[src/rtl/adder_pkg.sv]
// adder_pkg -- shared widths and FSM state type for the multi-cycle adder.
//   IN_W      operand width (unsigned)
//   OUT_W     result width (operands zero-extended by one bit)
//   LIMB_W    width of the single reused limb adder
//   NUM_LIMBS limbs per operation (NUM_LIMBS*LIMB_W >= OUT_W)
package adder_pkg;

    localparam int IN_W      = 514;
    localparam int OUT_W     = 515;
    localparam int LIMB_W    = 64;
    localparam int NUM_LIMBS = 9;

    typedef enum logic [1:0] {
        IDLE = 2'd0,
        RUN  = 2'd1,
        DONE = 2'd2
    } state_t;

endpackage

[src/rtl/adder_limb.sv]
// adder_limb -- purely combinational LIMB_W-bit adder with carry in/out.
//   a, b  : limb operands
//   cin   : carry into bit 0
//   sum   : a + b + cin (low LIMB_W bits)
//   cout  : carry out of the top bit
module adder_limb
    import adder_pkg::*;
(
    input  logic [LIMB_W-1:0] a,
    input  logic [LIMB_W-1:0] b,
    input  logic              cin,
    output logic [LIMB_W-1:0] sum,
    output logic              cout
);

    logic [LIMB_W:0] full;

    assign full = {1'b0, a} + {1'b0, b} + {{LIMB_W{1'b0}}, cin};
    assign sum  = full[LIMB_W-1:0];
    assign cout = full[LIMB_W];

endmodule

[src/rtl/adder.sv]
// adder -- 514-bit add/subtract computed one 64-bit limb per cycle.
//   clk       : clock, rising edge
//   resetn    : asynchronous active-low reset
//   start     : begin an operation (accepted in IDLE or DONE, ignored in RUN)
//   subtract  : 1 = A - B, 0 = A + B; sampled with start
//   in_a,in_b : unsigned operands; sampled with start
//   result    : OUT_W-bit registered sum/difference, modulo 2^OUT_W
//   done      : sticky result-valid, high 9 cycles after the start edge
// Build option: define ADDER_SUB_EN to enable subtraction; otherwise the
// subtract input is ignored and every operation adds.
module adder
    import adder_pkg::*;
(
    input  logic             clk,
    input  logic             resetn,
    input  logic             start,
    input  logic             subtract,
    input  logic [IN_W-1:0]  in_a,
    input  logic [IN_W-1:0]  in_b,
    output logic [OUT_W-1:0] result,
    output logic             done
);

    localparam int EXT_W = NUM_LIMBS * LIMB_W;
    localparam int CNT_W = $clog2(NUM_LIMBS);
    localparam int LAST  = NUM_LIMBS - 1;
    localparam int TOP_W = OUT_W - LAST * LIMB_W;   // live bits in last limb

    state_t             state;
    logic [CNT_W-1:0]   cnt;
    logic               carry;
    logic [EXT_W-1:0]   a_q;
    logic [EXT_W-1:0]   b_q;
    logic [LIMB_W-1:0]  sum;
    logic               cout;
    logic               sub_eff;
    logic [OUT_W-1:0]   b_ext;
    logic [OUT_W-1:0]   res_nxt;

`ifdef ADDER_SUB_EN
    assign sub_eff = subtract;
`else
    logic unused_subtract;
    assign unused_subtract = subtract;
    assign sub_eff         = 1'b0;
`endif

    // Two's-complement subtract: invert B over the full OUT_W width; the +1
    // comes from the carry register preloaded with sub_eff.
    assign b_ext = sub_eff ? ~{1'b0, in_b} : {1'b0, in_b};

    // Operands shift right one limb per cycle so the limb adder always reads
    // the low limb; the bits above OUT_W are zero padding.
    adder_limb u_limb (
        .a    (a_q[LIMB_W-1:0]),
        .b    (b_q[LIMB_W-1:0]),
        .cin  (carry),
        .sum  (sum),
        .cout (cout)
    );

    // Result is written in place so limb k lands at its final position on
    // the (k+1)th edge; bits of the last limb beyond OUT_W are dropped.
    always_comb begin
        res_nxt = result;
        for (int k = 0; k < LAST; k++) begin
            if (cnt == CNT_W'(k))
                res_nxt[k*LIMB_W +: LIMB_W] = sum;
        end
        if (cnt == CNT_W'(LAST))
            res_nxt[OUT_W-1:LAST*LIMB_W] = sum[TOP_W-1:0];
    end

    always_ff @(posedge clk or negedge resetn) begin
        if (!resetn) begin
            state  <= IDLE;
            cnt    <= '0;
            carry  <= 1'b0;
            a_q    <= '0;
            b_q    <= '0;
            result <= '0;
            done   <= 1'b0;
        end else begin
            unique case (state)
                IDLE, DONE: begin
                    if (start) begin
                        a_q   <= EXT_W'(in_a);
                        b_q   <= EXT_W'(b_ext);
                        carry <= sub_eff;
                        cnt   <= '0;
                        done  <= 1'b0;
                        state <= RUN;
                    end
                end
                RUN: begin
                    a_q    <= a_q >> LIMB_W;
                    b_q    <= b_q >> LIMB_W;
                    carry  <= cout;
                    result <= res_nxt;
                    cnt    <= cnt + 1'b1;
                    if (cnt == CNT_W'(LAST)) begin
                        done  <= 1'b1;
                        state <= DONE;
                    end
                end
                default: state <= IDLE;
            endcase
        end
    end

endmodule

[config.mk]
export PLATFORM = sky130hd
export DESIGN_NAME = adder
export DESIGN_NICKNAME = d
export VERILOG_FILES = /design/src/rtl/adder_pkg.sv /design/src/rtl/adder_limb.sv /design/src/rtl/adder.sv
export SDC_FILE = /design/constraint.sdc
export NUM_CORES = 2
export LEC_CHECK = 0
export CORE_AREA = 2 2 609 611
export DETAILED_ROUTE_END_ITERATION = 10
export DIE_AREA = 0 0 611 613
export GPL_ROUTABILITY_DRIVEN = 0
export PLACE_DENSITY = 0.35
export SLEW_MARGIN = 20
export SYNTH_ARGS = -nofsm -noshare
export SYNTH_HDL_FRONTEND = slang
export SYNTH_HIERARCHICAL = 1
export SYNTH_SLANG_ARGS = --single-unit
[constraint.sdc]
create_clock -name clk -period 3.2 [get_ports clk]
set_input_delay 0.32 -clock clk [delete_from_list [all_inputs] [get_ports clk]]
set_output_delay 0.32 -clock clk [all_outputs]
set_load 0.05 [all_outputs]
==> impl_metrics.tcl <==
set metrics [dict create \
    port_buffers 1546 \
    cts_buffer_depth 4 \
    worstPathMaxFanout 3 \
    period_needed_ns 3.73 \
    power_frac_clock 0.165 \
    cts_tree "yes" \
    clkTransAtPathRegs_ns 0.06 \
    ant_nets 0 \
    leakagePower_nw 45.6 \
    synth-main-ff-cell "dfrtp_1" \
    clock_skew_ns 0.0814 \
    rsz0062_at_grt "true" \
    fp-row-count 223 \
    synth-edff-count 0 \
    drtIter0Drc 4598 \
    first_pass_iters 6 \
    fp.dieH_um 613 \
    hp-class "in2reg" \
    setup_slack_ns -0.530 \
    synthCells 6891 \
    min_path_cells 3 \
    p_comb_frac 0.570 \
    grt_usage 0.204 \
    syn_area_um2 69500 \
    ff2ff_path_depth 13 \
    r2r-start "b_q[0]" \
    dp.cells 13300 \
    power_frac_seq 0.265 \
    syn_nets 7992 \
    tightest_slew_ns 1.01 \
    hp-start "in_b[142]" \
    p_sw_frac 0.473 \
    vias 62900 \
    fin_crit_sh 1.17 \
    die_area_um2 375000 \
    startpoint_type "flop" \
    wl_um 395000 \
    timing.slew.headroom 0.322 \
    grt_max_degree 114 \
    p_int_mw 74.3 \
    clock_latency_ns 0.90 \
    start_util 0.189 \
    post-dp-hpwl_um 310000 \
    arrival_ns 4.53 \
    violations "setup timing" \
    syn_to_final_growth_pct 55.3 \
    synth_cell_types 75 \
    clkSinkCount 1551 \
    rr_endpoint "carry" \
    hold_violations 0 \
    first_global_vias 65200 \
    clockRootBuffer "clkbuf_16" \
    yosys_warnings 6 \
    via_per_inst 4.39 \
    synth_seq_cells 1551 \
    status "finished, violations left" \
    avgSynthCellArea_um2 10.1 \
    final_cells 14300 \
    drive_above_1_share 0.157 \
    power_mw 141 \
    grt.overflow.total 0 \
    htreeDepth 4 \
    cp-end-kind "flop" \
    r2r_slack_ns -0.53 \
    drc 0 \
    die_w_um 611 \
    crit_required_ns 4.00 \
    power_density_nw_per_um2 1310 \
    hold_path_end "b_q[142]" \
    stdcell_area_um2 108000 \
    timing.max_cap.violations 0 \
    final_nets 10400 \
    power.switching_mw 66.6 \
    async_reset_ff_frac 1.00 \
    grt_first_pass_wirelength_um 539000 \
    place_area_um2 93300 \
    grt_antenna_before_repair 170 \
    seq_area_frac_synth 0.559 \
    core_um2 368000 \
    nFillCells 38800 \
    crit_type "reg2reg" \
    max_freq_mhz 268 \
    post_drt_wl_per_cell_um 27.6 \
    numCtsBuffers 199 \
    setup-violations-final 248 \
    drv_slew 0 \
    ir_worst_vdd_mv 0.651 \
    top_level_ports 1548 \
]
-- cells in the final DEF, fill, tap and decap left out, types with 9 or more instances in the layout --
master           netlist  final
a21o_1                42     41
a21oi_1               83     69
a22o_1               129    129
a31oi_1              907    900
buf_12                26    104
buf_4                 16    386
buf_6                 17     28
bufinv_16              0     10
clkbuf_1              73     48
clkbuf_16              0    202
clkbuf_8               0     53
clkdlybuf4s50_1        0   1545
clkinv_2               0     26
dfrtp_1             1551   1549
diode_2                0     74
dlygate4sd3_1          0    622
ha_1                  67     60
inv_1                 23     23
mux2_2               258    189
mux2_4               240    318
nand2_1             1862   1861
nand3_1               18     16
nand4_1               16     16
nor2_1               936    931
o21ai_0               35     29
o21ai_1               10      9
o21bai_1              15     12
xnor2_1               40     15
xnor2_4                0     17
xor2_1                18      9
-- kinds of logic after synthesis --
group | after synthesis | synth area share
AND/OR/NAND/NOR | 2896 | 0.161
XOR/XNOR | 58 | 0.00731
AO/OA/AOI/OAI | 1269 | 0.120
buffers and inverters | 532 | 0.0441
flip-flops | 1551 | 0.559
multiplexers | 516 | 0.0966
adder cells (fa/ha/maj) | 69 | 0.0126
-- Yosys cell counts, types with 9 or more instances --
cell         n  share of area
a21o_1      42         0.0045
a21oi_1     83         0.0060
a22o_1     129          0.016
a31oi_1    907          0.082
buf_1       10        0.00054
buf_12      26         0.0075
buf_2      367          0.026
buf_4       16         0.0017
buf_6       17         0.0028
clkbuf_1    73         0.0039
dfrtp_1   1551           0.56
ha_1        67          0.012
inv_1       23         0.0012
mux2_1      17         0.0028
mux2_2     258          0.042
mux2_4     240          0.052
nand2_1   1862           0.10
nand3_1     18         0.0013
nand4_1     16         0.0014
nor2_1     936          0.051
nor2b_1      9        0.00081
nor3_1      13        0.00094
o21ai_0     35         0.0025
o21ai_1     10        0.00072
o21bai_1    15         0.0016
xnor2_1     40         0.0050
xor2_1      18         0.0023
-- worst max-delay path by stage --
| stage | start | endpoint | slack, ns | cells past startpoint |
|---|---|---|---|---|
| 6_report | b_q[0] | carry | -0.53 | 13 |
| 5_1_grt | b_q[0] | result[62] | -0.52 | 15 |
| 4_1_cts | carry | carry | -0.49 | 13 |
| 3_5_place_dp | b_q[0] | carry | -1.15 | 15 |
| 3_3_place_gp | a_q[0] | carry | -1.20 | 15 |
| 2_1_floorplan | a_q[0] | result[498] | 0.01 | 13 |
-- layout make-up --
cell class	instances	area (um2)	area share
Sequential cell	1551	38800	0.360
Inverter	23	86.3	0.000800
Antenna cell	74	185	0.00172
Clock buffer	303	5960	0.0553
Multi-Input combinational cell	4808	29100	0.270
Clock inverter	53	642	0.00595
Tap cell	4837	6050	0.0561
Timing Repair Buffer	2686	27000	0.250
-- metal layers --
metal  track usage  vias up  wire (um)  part of all wire
met1         0.245    31800     159000              0.40
met2         0.359     1965     200000              0.50
met5             0        -        254           0.00064
met3        0.0280      623      17100             0.043
met4        0.0942       42      19400             0.049
li1              -    28600          -                 -
-- critical path: stages (launching register included) --
cell	delay (ns)
dfrtp_1	0.38
fa_2	0.24
fa_2	0.21
a211oi_2	0.07
o21bai_2	0.28
nand3_4	0.14
a211oi_4	0.37
a2bb2oi_4	0.30
a31oi_4	0.15
o31a_1	0.36
o211ai_2	0.21
o22ai_2	0.12
o31ai_4	0.57
a22o_1	0.25
-- metrics by stage --
stage	util	setup WS (ns)	hold WS, ns	TNS (ns)
global placement	0.253	-1.20	0.419	-209.35
detailed placement	0.254	-1.15	0.418	-204.67
global route	0.293	-0.520	0.0228	-84.48
floorplan	-	0.0144	0.0244	0
CTS	0.291	-0.492	0.000304	-61.87
finish	0.293	-0.530	0.0589	-60.17
-- power groups by stage --
| stage | Clock [mW] | Sequential (mW) | Combinational (mW) |
|---|---|---|---|
| finish | 23.2 | 37.3 | 80.3 |
| global route | 24.6 | 38.4 | 85.3 |
| CTS | 23.9 | 37.4 | 79.5 |
| detailed placement | 0 | 37.6 | 75.8 |
| global placement | 0 | 37.5 | 75.5 |
| floorplan | 0 | 44.6 | 31.1 |
-- repair_timing --
item | 4_1_cts | 5_1_grt
gates resized for setup | 156 | 91
buffers inserted | 25 | 16
hold endpoints to repair | 737 | 0
endpoints found under the setup margin | 337 | 310
pin swaps | 53 | 56
hold buffers | 622 | 0
-- flip-flops by register name, indices dropped and copies added, names as in the netlist --
register,count
b_q,514
a_q,514
cnt,4
carry,1
result,515
state,2
done,1
Note: power is estimated with default switching activity, not from simulation.
